[config.mk]
export PLATFORM = sky130hd
export DESIGN_NAME = onehot_req_encoder
export DESIGN_NICKNAME = d
export VERILOG_FILES = /design/src/rtl/onehot_enc_pkg.sv /design/src/rtl/onehot_rr_picker.sv /design/src/rtl/onehot_req_encoder.sv
export SDC_FILE = /design/constraint.sdc
export NUM_CORES = 1
export LEC_CHECK = 0
export CAP_MARGIN = 40
export CORE_ASPECT_RATIO = 0.7
export CORE_MARGIN = 5
export CORE_UTILIZATION = 48
export DETAILED_ROUTE_END_ITERATION = 6
export PLACE_DENSITY = 0.83
export SYNTH_ARGS = -nofsm -noshare
export SYNTH_HDL_FRONTEND = slang
export SYNTH_SLANG_ARGS = --single-unit
[constraint.sdc]
create_clock -name clk -period 4.2 [get_ports clk]
set_clock_uncertainty 0.2 [all_clocks]
set_input_delay 0.84 -clock clk [delete_from_list [all_inputs] [get_ports clk]]
set_output_delay 0.84 -clock clk [all_outputs]
set_load 0.005 [all_outputs]
[src/rtl/onehot_enc_pkg.sv]
// Shared constants and code-mapping helpers for the one-hot request encoder.
// Line i of the one-hot bus maps to code i+1; code 0 means idle. This mapping
// matches the code-to-one-hot select decoder in the matrix multiplier datapath.
package onehot_enc_pkg;

  localparam int unsigned N_LINES_DEF = 13;
  localparam int unsigned CODE_W_DEF  = 4;
  localparam int unsigned CODE_IDLE   = 0;

  function automatic int unsigned line_to_code(input int unsigned i);
    return i + 1;
  endfunction

  function automatic int unsigned code_to_line(input int unsigned c);
    return c - 1;
  endfunction

endpackage

[src/rtl/onehot_rr_picker.sv]
// Combinational picker: finds the first set bit of cand_i, searching upward from
// start_i and wrapping at N_LINES-1.
// Ports:
//   cand_i   candidate line vector
//   start_i  first index searched (0 gives fixed lowest-index priority)
//   found_o  at least one candidate is set
//   idx_o    index of the chosen candidate (0 when none)
module onehot_rr_picker #(
  parameter int unsigned N_LINES = 13,
  parameter int unsigned IDX_W   = 4
) (
  input  logic [N_LINES-1:0] cand_i,
  input  logic [IDX_W-1:0]   start_i,
  output logic               found_o,
  output logic [IDX_W-1:0]   idx_o
);

  // Scan from the farthest offset down to offset 0 so the nearest hit to
  // start_i is the last assignment and therefore wins.
  always_comb begin
    int unsigned j;
    j       = 0;
    found_o = 1'b0;
    idx_o   = '0;
    for (int off = N_LINES - 1; off >= 0; off--) begin
      j = (int'(start_i) + off) % N_LINES;
      if (cand_i[j]) begin
        found_o = 1'b1;
        idx_o   = IDX_W'(j);
      end
    end
  end

endmodule

[src/rtl/onehot_req_encoder.sv]
// One-hot request encoder: collects strobes from N_LINES one-hot lines as sticky
// pending flags and issues them one at a time as codes (line i -> code i+1)
// over a valid/ready handshake.
// Build option: define ONEHOT_ENC_RR_EN for round-robin selection; otherwise
// fixed priority, lowest index first, with no pointer register.
// Ports:
//   clk         rising-edge clock
//   rst         synchronous active-high reset
//   req_in      request strobes, any number hot per cycle
//   code_out    encoded line (i+1), 0 whenever code_valid is low
//   code_valid  code_out holds a valid code
//   code_ready  consumer accepts code_out this cycle
//   pending     sticky requests not yet issued
//   busy        code_valid or any pending
// N_LINES must not exceed 2**CODE_W - 1.
module onehot_req_encoder
  import onehot_enc_pkg::*;
#(
  parameter int unsigned N_LINES = N_LINES_DEF,
  parameter int unsigned CODE_W  = CODE_W_DEF
) (
  input  logic               clk,
  input  logic               rst,
  input  logic [N_LINES-1:0] req_in,
  output logic [CODE_W-1:0]  code_out,
  output logic               code_valid,
  input  logic               code_ready,
  output logic [N_LINES-1:0] pending,
  output logic               busy
);

  localparam int unsigned IDX_W = (N_LINES > 1) ? $clog2(N_LINES) : 1;

  logic [CODE_W-1:0]  code_q, code_d;
  logic               valid_q, valid_d;
  logic [N_LINES-1:0] pending_q, pending_d;
  logic [N_LINES-1:0] cand;
  logic [N_LINES-1:0] issue_mask;
  logic [IDX_W-1:0]   start;
  logic [IDX_W-1:0]   idx;
  logic               found;
  logic               slot_free;
  logic               issue;

`ifdef ONEHOT_ENC_RR_EN
  logic [IDX_W-1:0] ptr_q, ptr_d;

  // Search starts just after the last issued line.
  assign start = (ptr_q == IDX_W'(N_LINES - 1)) ? '0 : ptr_q + 1'b1;
  assign ptr_d = issue ? idx : ptr_q;
`else
  assign start = '0;
`endif

  assign cand = pending_q | req_in;

  onehot_rr_picker #(
    .N_LINES(N_LINES),
    .IDX_W  (IDX_W)
  ) u_picker (
    .cand_i (cand),
    .start_i(start),
    .found_o(found),
    .idx_o  (idx)
  );

  always_comb begin
    slot_free  = !valid_q || code_ready;
    issue      = slot_free && found;
    issue_mask = '0;
    if (issue) begin
      issue_mask[idx] = 1'b1;
    end
    // The issued line is cleared. If it was already pending, a same-cycle
    // strobe on it is a fresh request and survives; if it was not pending,
    // the strobe itself is what got issued and must not linger.
    pending_d = (pending_q & ~issue_mask) | (req_in & ~(issue_mask & ~pending_q));

    valid_d = valid_q;
    code_d  = code_q;
    if (slot_free) begin
      valid_d = found;
      code_d  = found ? CODE_W'(line_to_code(int'(idx))) : CODE_W'(CODE_IDLE);
    end
  end

  // Registered output stage.
  always_ff @(posedge clk) begin
    if (rst) begin
      valid_q <= 1'b0;
      code_q  <= CODE_W'(CODE_IDLE);
`ifdef ONEHOT_ENC_RR_EN
      ptr_q   <= IDX_W'(N_LINES - 1);
`endif
    end else begin
      valid_q <= valid_d;
      code_q  <= code_d;
`ifdef ONEHOT_ENC_RR_EN
      ptr_q   <= ptr_d;
`endif
    end
  end

  // Sticky pending register.
  always_ff @(posedge clk) begin
    if (rst) begin
      pending_q <= '0;
    end else begin
      pending_q <= pending_d;
    end
  end

  assign code_out   = code_q;
  assign code_valid = valid_q;
  assign pending    = pending_q;
  assign busy       = valid_q | (|pending_q);

endmodule

==> results of run 1 <==
-- worst max-delay path, stage by stage --
cell and delay, ns:
clkdlybuf4s50_1 0.45, or4_4 0.57, nor2b_1 0.15, o21ai_0 0.18, nand3_1 0.12, nand3_1 0.12, ha_1 0.22, nand3_1 0.16
o41ai_1 0.30, a21oi_1 0.11
-- worst paths after layout --
check,from,depth (start not counted),to
min,code_out[1],2,code_out[1]
max reg2reg,pending[11],9,pending[12]
max,req_in[11],10,pending[12]
min reg2reg,code_out[1],2,code_out[1]
-- cell usage after synthesis --
master	n
a21boi_0	2
a21oi_1	17
a31oi_1	4
a41oi_1	1
and2_1	1
and3_1	1
and4_1	1
buf_1	1
buf_2	1
clkbuf_1	3
dfxtp_1	18
ha_1	4
inv_1	1
nand2_1	17
nand2b_1	2
nand3_1	5
nand3b_1	1
nand4_1	3
nor2_1	16
nor2b_1	2
nor3b_1	1
nor4_1	7
o2111ai_1	1
o21ai_0	12
o21ai_1	2
o311ai_0	1
o311ai_1	1
o31ai_1	2
o41a_1	1
o41ai_1	2
or4_1	2
or4_4	2
-- layer usage --
layer,share of wire [%],vias up,track usage [%]
met5,0,-,0
met4,0.77,0,3.79
met3,9.4,4,6.48
met2,43,58,29.4
met1,47,547,26.9
li1,-,574,-
-- state kept, by name (all words and copies together), names as in the netlist --
| signal | cells |
|---|---|
| code_out | 4 |
| code_valid | 1 |
| pending | 13 |
-- stage by stage --
step | power (uW) | instance area (um^2)
2_1_floorplan | 245 | 1020
3_3_place_gp | 299 | 1370
3_5_place_dp | 300 | 1370
4_1_cts | 412 | 1410
5_1_grt | 433 | 1410
6_report | 414 | 1410
-- logic make-up after synthesis --
| family | count (synthesis) | share of synthesized area (%) |
|---|---|---|
| and+or+nand+nor | 61 | 30.5 |
| AOI/OAI and AO/OA | 46 | 26.9 |
| DFF | 18 | 35.4 |
| buffers and inverters | 6 | 2.33 |
| adders and majority gates | 4 | 4.91 |
-- area by class of cell --
class | instances | area [um^2] | area share, %
clock buffer | 4 | 36.3 | 2.58
inverter | 1 | 3.75 | 0.267
multi-input combinational | 111 | 634 | 45.1
sequential | 18 | 360 | 25.6
tap | 24 | 30.0 | 2.14
timing repair buffer | 34 | 340 | 24.2
-- power by group --
part	switching [uW]	internal [uW]	leakage, uW
Sequential	16.7	183	0.000150
Clock	62.3	53.0	0.0000210
Combinational	45.0	53.4	0.000327
Total	124	290	0.000498
==> metrics.md, run 1 <==
| Metric | Value |
|---|---|
| Max-slew headroom | 54.4% |
| Min Tclk post-route | 3.25 ns |
| Inst Count DP | 188 |
| Initial DRC count | 82 |
| Post-route DRC | 0 |
| CTS clock-pin slew for the worst setup and hold paths | 0.12 ns |
| Drt wl/cell | 15.7 um |
| H-Tree Depth | 1 |
| First-pass GRT wire length | 4950 um |
| Syn Inst Count | 135 |
| Yosys top cell by area | dfxtp_1 |
| Starting density of the core | 48.9% |
| Vias per inst | 6.16 |
| HP Class | register to register |
| Routability cong. | 0.884 |
| Setup Fix Bufs, Post-CTS | 0 |
| Status | finished, final reports clean |
| Area Overhead vs Synth | 38.0% |
| Commonest cells after routing, fill and taps aside | 34 x clkdlybuf4s50_1, 18 x dfxtp_1, 17 x nand2_1, 17 x a21oi_1, 16 x nor2_1 |
| Fmax | 0.308 GHz |
| Crit. End Element | register |
| Cell row count | 14 |
| CP Data Arrival Time | 3.23 ns |
| Core area | 2080 um^2 |
| Worst setup SP type | input pin |
| Die extent in x | 65.1 um |
| CTS buffer count | 3 |
| TritonCTS clock tree | built |
| Syn nets | 155 |
| Final cycle utilization of the critical path | 77.3% |
| Clk root buf | clkbuf_4 |
| Leakage | 0.000498 uW |
| Slew @ Worst Pin | 0.681 ns |
| DR vias | 1183 |
| Port Buffers | 34 |
| Pwr Density | 294 nW/um^2 |
| Ant. Diodes | 0 |
| Final setup violating endpoints | 0 |
| Avg Cell Area, Syn | 7.54 um^2 |
| Vias in the first global route | 1071 |
| Core Util, Final | 67.4% |
| Post-Syn Area | 1020 um^2 |
| Post-DP HPWL | 2300 um |
| Commonest non-fill, non-tap cell in the layout | clkdlybuf4s50_1 |
| Final setup margin | 0.951 ns |
| Synth top area share | 35.4% |
| Reg2reg setup slack | 1.55 ns |
| GRT overflow | 0 |
| RSZ-0062 raised after global routing | no |
| Top cells by area, synth | dfxtp_1 35%, a21oi_1 8.4%, nand2_1 6.3% |
| Peak VDD IR | 0.172 mV |
| Synth cell types | 32 |
| Max_cap viols | 0 |
| Slew Limit Fails | 0 |
| Post-cts resize count | 0 |
| Post-route ant nets | 0 |
| Initial antenna violation count | 0 |
| Routed wire length | 3010 um |
| Hold Vio Cnt, Final | 0 |
| YS warnings | 0 |
| Layout net count | 189 |
| Gr usage total | 19.4% |
| Clk sinks | 18 |
| Die Ht | 48.5 um |
| Setup Crit Path Kind | input pin to register |
| Cts hold-fix bufs | 0 |
| Post-Layout Cell Count | 192 |
| Share of cells above drive strength 1 | 3.57% |
| DRT Pass-1 Iters | 4 |
| Yosys reg bits | 18 |
| Largest net degree at the start of global routing | 20 |
| Max Fanout on Critical Path | 6 |
| # IOs | 35 |
| CTS Buffer Depth | 2 |
| Filler cells | 188 |
| Place WS | 0.626 ns |
| CP Data Required Time | 4.18 ns |
| Clk_lat worst skew | 0.31 ns |
| Die ar. | 3160 um^2 |
| Setup TNS | 0 ns |
| Register area share after synthesis | 35.4% |
| WHS | 0.264 ns |
Power figures use the tool's default switching activity.
==> run 2, diff against run 1 <==
--- a/config.mk
+++ b/config.mk
@@ -8,9 +8,9 @@
 export CAP_MARGIN = 40
 export CORE_ASPECT_RATIO = 0.7
 export CORE_MARGIN = 5
-export CORE_UTILIZATION = 48
+export CORE_UTILIZATION = 40
 export DETAILED_ROUTE_END_ITERATION = 6
-export PLACE_DENSITY = 0.83
+export PLACE_DENSITY = 0.74
 export SYNTH_ARGS = -nofsm -noshare
 export SYNTH_HDL_FRONTEND = slang
 export SYNTH_SLANG_ARGS = --single-unit
==> constraint.sdc (replaced) <==
create_clock -name clk -period 2.8 [get_ports clk]
set_clock_uncertainty 0.2 [all_clocks]
set_input_delay 0.56 -clock clk [delete_from_list [all_inputs] [get_ports clk]]
set_output_delay 0.56 -clock clk [all_outputs]
set_load 0.005 [all_outputs]
==> metrics.md, run 2 (synthesized netlist as in run 1, its figures left out) <==
| Metric | Value |
|---|---|
| RSZ-0062 raised after global routing | no |
| CP Data Required Time | 2.81 ns (-1.37 ns) |
| Commonest cells after routing, fill and taps aside | 33 x clkdlybuf4s50_1, 30 x buf_4, 18 x dfxtp_1 |
| Worst setup SP type | input pin |
| Starting density of the core | 41.7% (-7.1 points) |
| Gr usage total | 20.0% (+0.57 points) |
| Core Util, Final | 70.0% (+2.6 points) |
| CTS clock-pin slew for the worst setup and hold paths | 0.11 ns (about the same) |
| First-pass GRT wire length | 5790 um (+17%) |
| Max_cap viols | 0 (unchanged) |
| Vias per inst | 5.70 (-7.4%) |
| Max Fanout on Critical Path | 4 (-2) |
| Fmax | 0.377 GHz |
| TritonCTS clock tree | built |
| GRT overflow | 0 (unchanged) |
| Slew @ Worst Pin | 0.474 ns (-0.207 ns) |
| Max reg flops | 13 (unchanged) |
| Hold Vio Cnt, Final | 0 (unchanged) |
| Max-slew headroom | 68.3% (+14 points) |
| Die Ht | 52.2 um (+7.6%) |
| Initial antenna violation count | 0 (unchanged) |
| WHS | 0.262 ns (-0.00242 ns) |
| Routability cong. | 0.933 (+5.6%) |
| Crit. End Element | register |
| Clk_lat worst skew | 0.32 ns (about the same) |
| Share of cells above drive strength 1 | 23.2% (+20 points) |
| Largest net degree at the start of global routing | 13 (-35%) |
| CTS Buffer Depth | 2 (unchanged) |
| HP Class | register to register |
| Post-route DRC | 0 (unchanged) |
| Die extent in x | 70.3 um (+8.1%) |
| Vias in the first global route | 1292 (+21%) |
| Post-route ant nets | 0 (unchanged) |
| Final cycle utilization of the critical path | 94.7% |
| Clk sinks | 18 (unchanged) |
| Min Tclk post-route | 2.65 ns |
| Cts hold-fix bufs | 0 (unchanged) |
| Post-DP HPWL | 2720 um (+18%) |
| Status | finished, final reports clean |
| Core area | 2440 um^2 (+17%) |
| Port Buffers | 34 (unchanged) |
| Setup Crit Path Kind | input pin to register |
| Pwr Density | 391 nW/um^2 (+33%) |
| Peak VDD IR | 0.272 mV (+58%) |
| CP Data Arrival Time | 2.66 ns (-0.57 ns) |
| Commonest non-fill, non-tap cell in the layout | clkdlybuf4s50_1 |
| # IOs | 35 (unchanged) |
| DR vias | 1323 (+12%) |
| Layout net count | 219 (+16%) |
| Ant. Diodes | 0 (unchanged) |
| Area Overhead vs Synth | 67.7% |
| Slew Limit Fails | 0 (unchanged) |
| Initial DRC count | 82 (unchanged) |
| CTS buffer count | 3 (unchanged) |
| Final setup violating endpoints | 0 (unchanged) |
| Leakage | 0.000659 uW (+32%) |
| Drt wl/cell | 15.8 um (+1.1%) |
| DRT Pass-1 Iters | 4 (unchanged) |
| Routed wire length | 3670 um (+22%) |
| Cell row count | 15 (+1) |
| Die ar. | 3670 um^2 (+16%) |
| H-Tree Depth | 1 (unchanged) |
| Clk root buf | clkbuf_4 |
## run 2: per-layer routing
layer	up-vias	wire length (um)	track usage [%]
met1	617	1550	23.5
li1	637	-	-
met3	9	315	5.94
met5	-	0	0
met4	0	72	4.78
met2	60	1730	36.0
## run 2: critical path, stage by stage
cell and delay [ns]:
clkdlybuf4s50_1 0.41, or4_1 0.57, nor2b_1 0.14, o21ai_1 0.07, nand3_1 0.12, and3_4 0.20
ha_4 0.16, nand2_2 0.10, o31ai_2 0.23, a21oi_1 0.09
## run 2: final timing paths
check               from     endpoint  slack (ns)  depth (start not counted)
max            req_in[9]   pending[7]        0.15                         10
min          code_out[1]  code_out[1]        0.26                          2
max reg2reg  pending[11]  code_out[3]        0.37                         11
min reg2reg  code_out[1]  code_out[1]        0.26                          2
## run 2: layout make-up
cell class / count / area, um^2
flip-flops and latches: 18 / 360
inverters: 1 / 6.26
repair buffers: 64 / 568
fillers: 198 / 732
well taps: 34 / 42.5
multi-input cells: 111 / 694
clock buffers: 4 / 36.3
## run 2: metrics by stage
stage	setup WS [ns]	instance area, um^2	setup TNS [ns]	instances	power, uW
after floorplan	0.293	1020	0	135	368
after global placement	-0.340	1570	-2.97	223	476
after detailed placement	-0.427	1570	-4.06	223	481
after CTS	0.0109	1650	0	232	655
after global routing	0.0180	1710	0	232	700
final	0.148	1710	0	232	668
## run 2: repair_timing
| action | in CTS | in global routing |
|---|---|---|
| gates cloned | 0 | 0 |
| resized for setup | 2 | 18 |
| pin swaps | 1 | 6 |
| buffers inserted | 5 | 0 |
| endpoints found under the setup margin | 5 | 13 |
## run 2: where the power goes
| part | internal [uW] | switching (uW) |
|---|---|---|
| clock | 79.6 | 92.5 |
| combinational | 112 | 82.7 |
| sequential | 275 | 26.4 |
| total | 466 | 202 |
==> run 3, diff against run 2 <==
--- a/config.mk
+++ b/config.mk
@@ -5,12 +5,13 @@
 export SDC_FILE = /design/constraint.sdc
 export NUM_CORES = 1
 export LEC_CHECK = 0
-export CAP_MARGIN = 40
+export CAP_MARGIN = 20
 export CORE_ASPECT_RATIO = 0.7
 export CORE_MARGIN = 5
 export CORE_UTILIZATION = 40
 export DETAILED_ROUTE_END_ITERATION = 6
 export PLACE_DENSITY = 0.74
+export SLEW_MARGIN = 20
 export SYNTH_ARGS = -nofsm -noshare
 export SYNTH_HDL_FRONTEND = slang
 export SYNTH_SLANG_ARGS = --single-unit
==> results of run 3 <==
The final DEF is identical to that of run 2; final timing and power are the same.
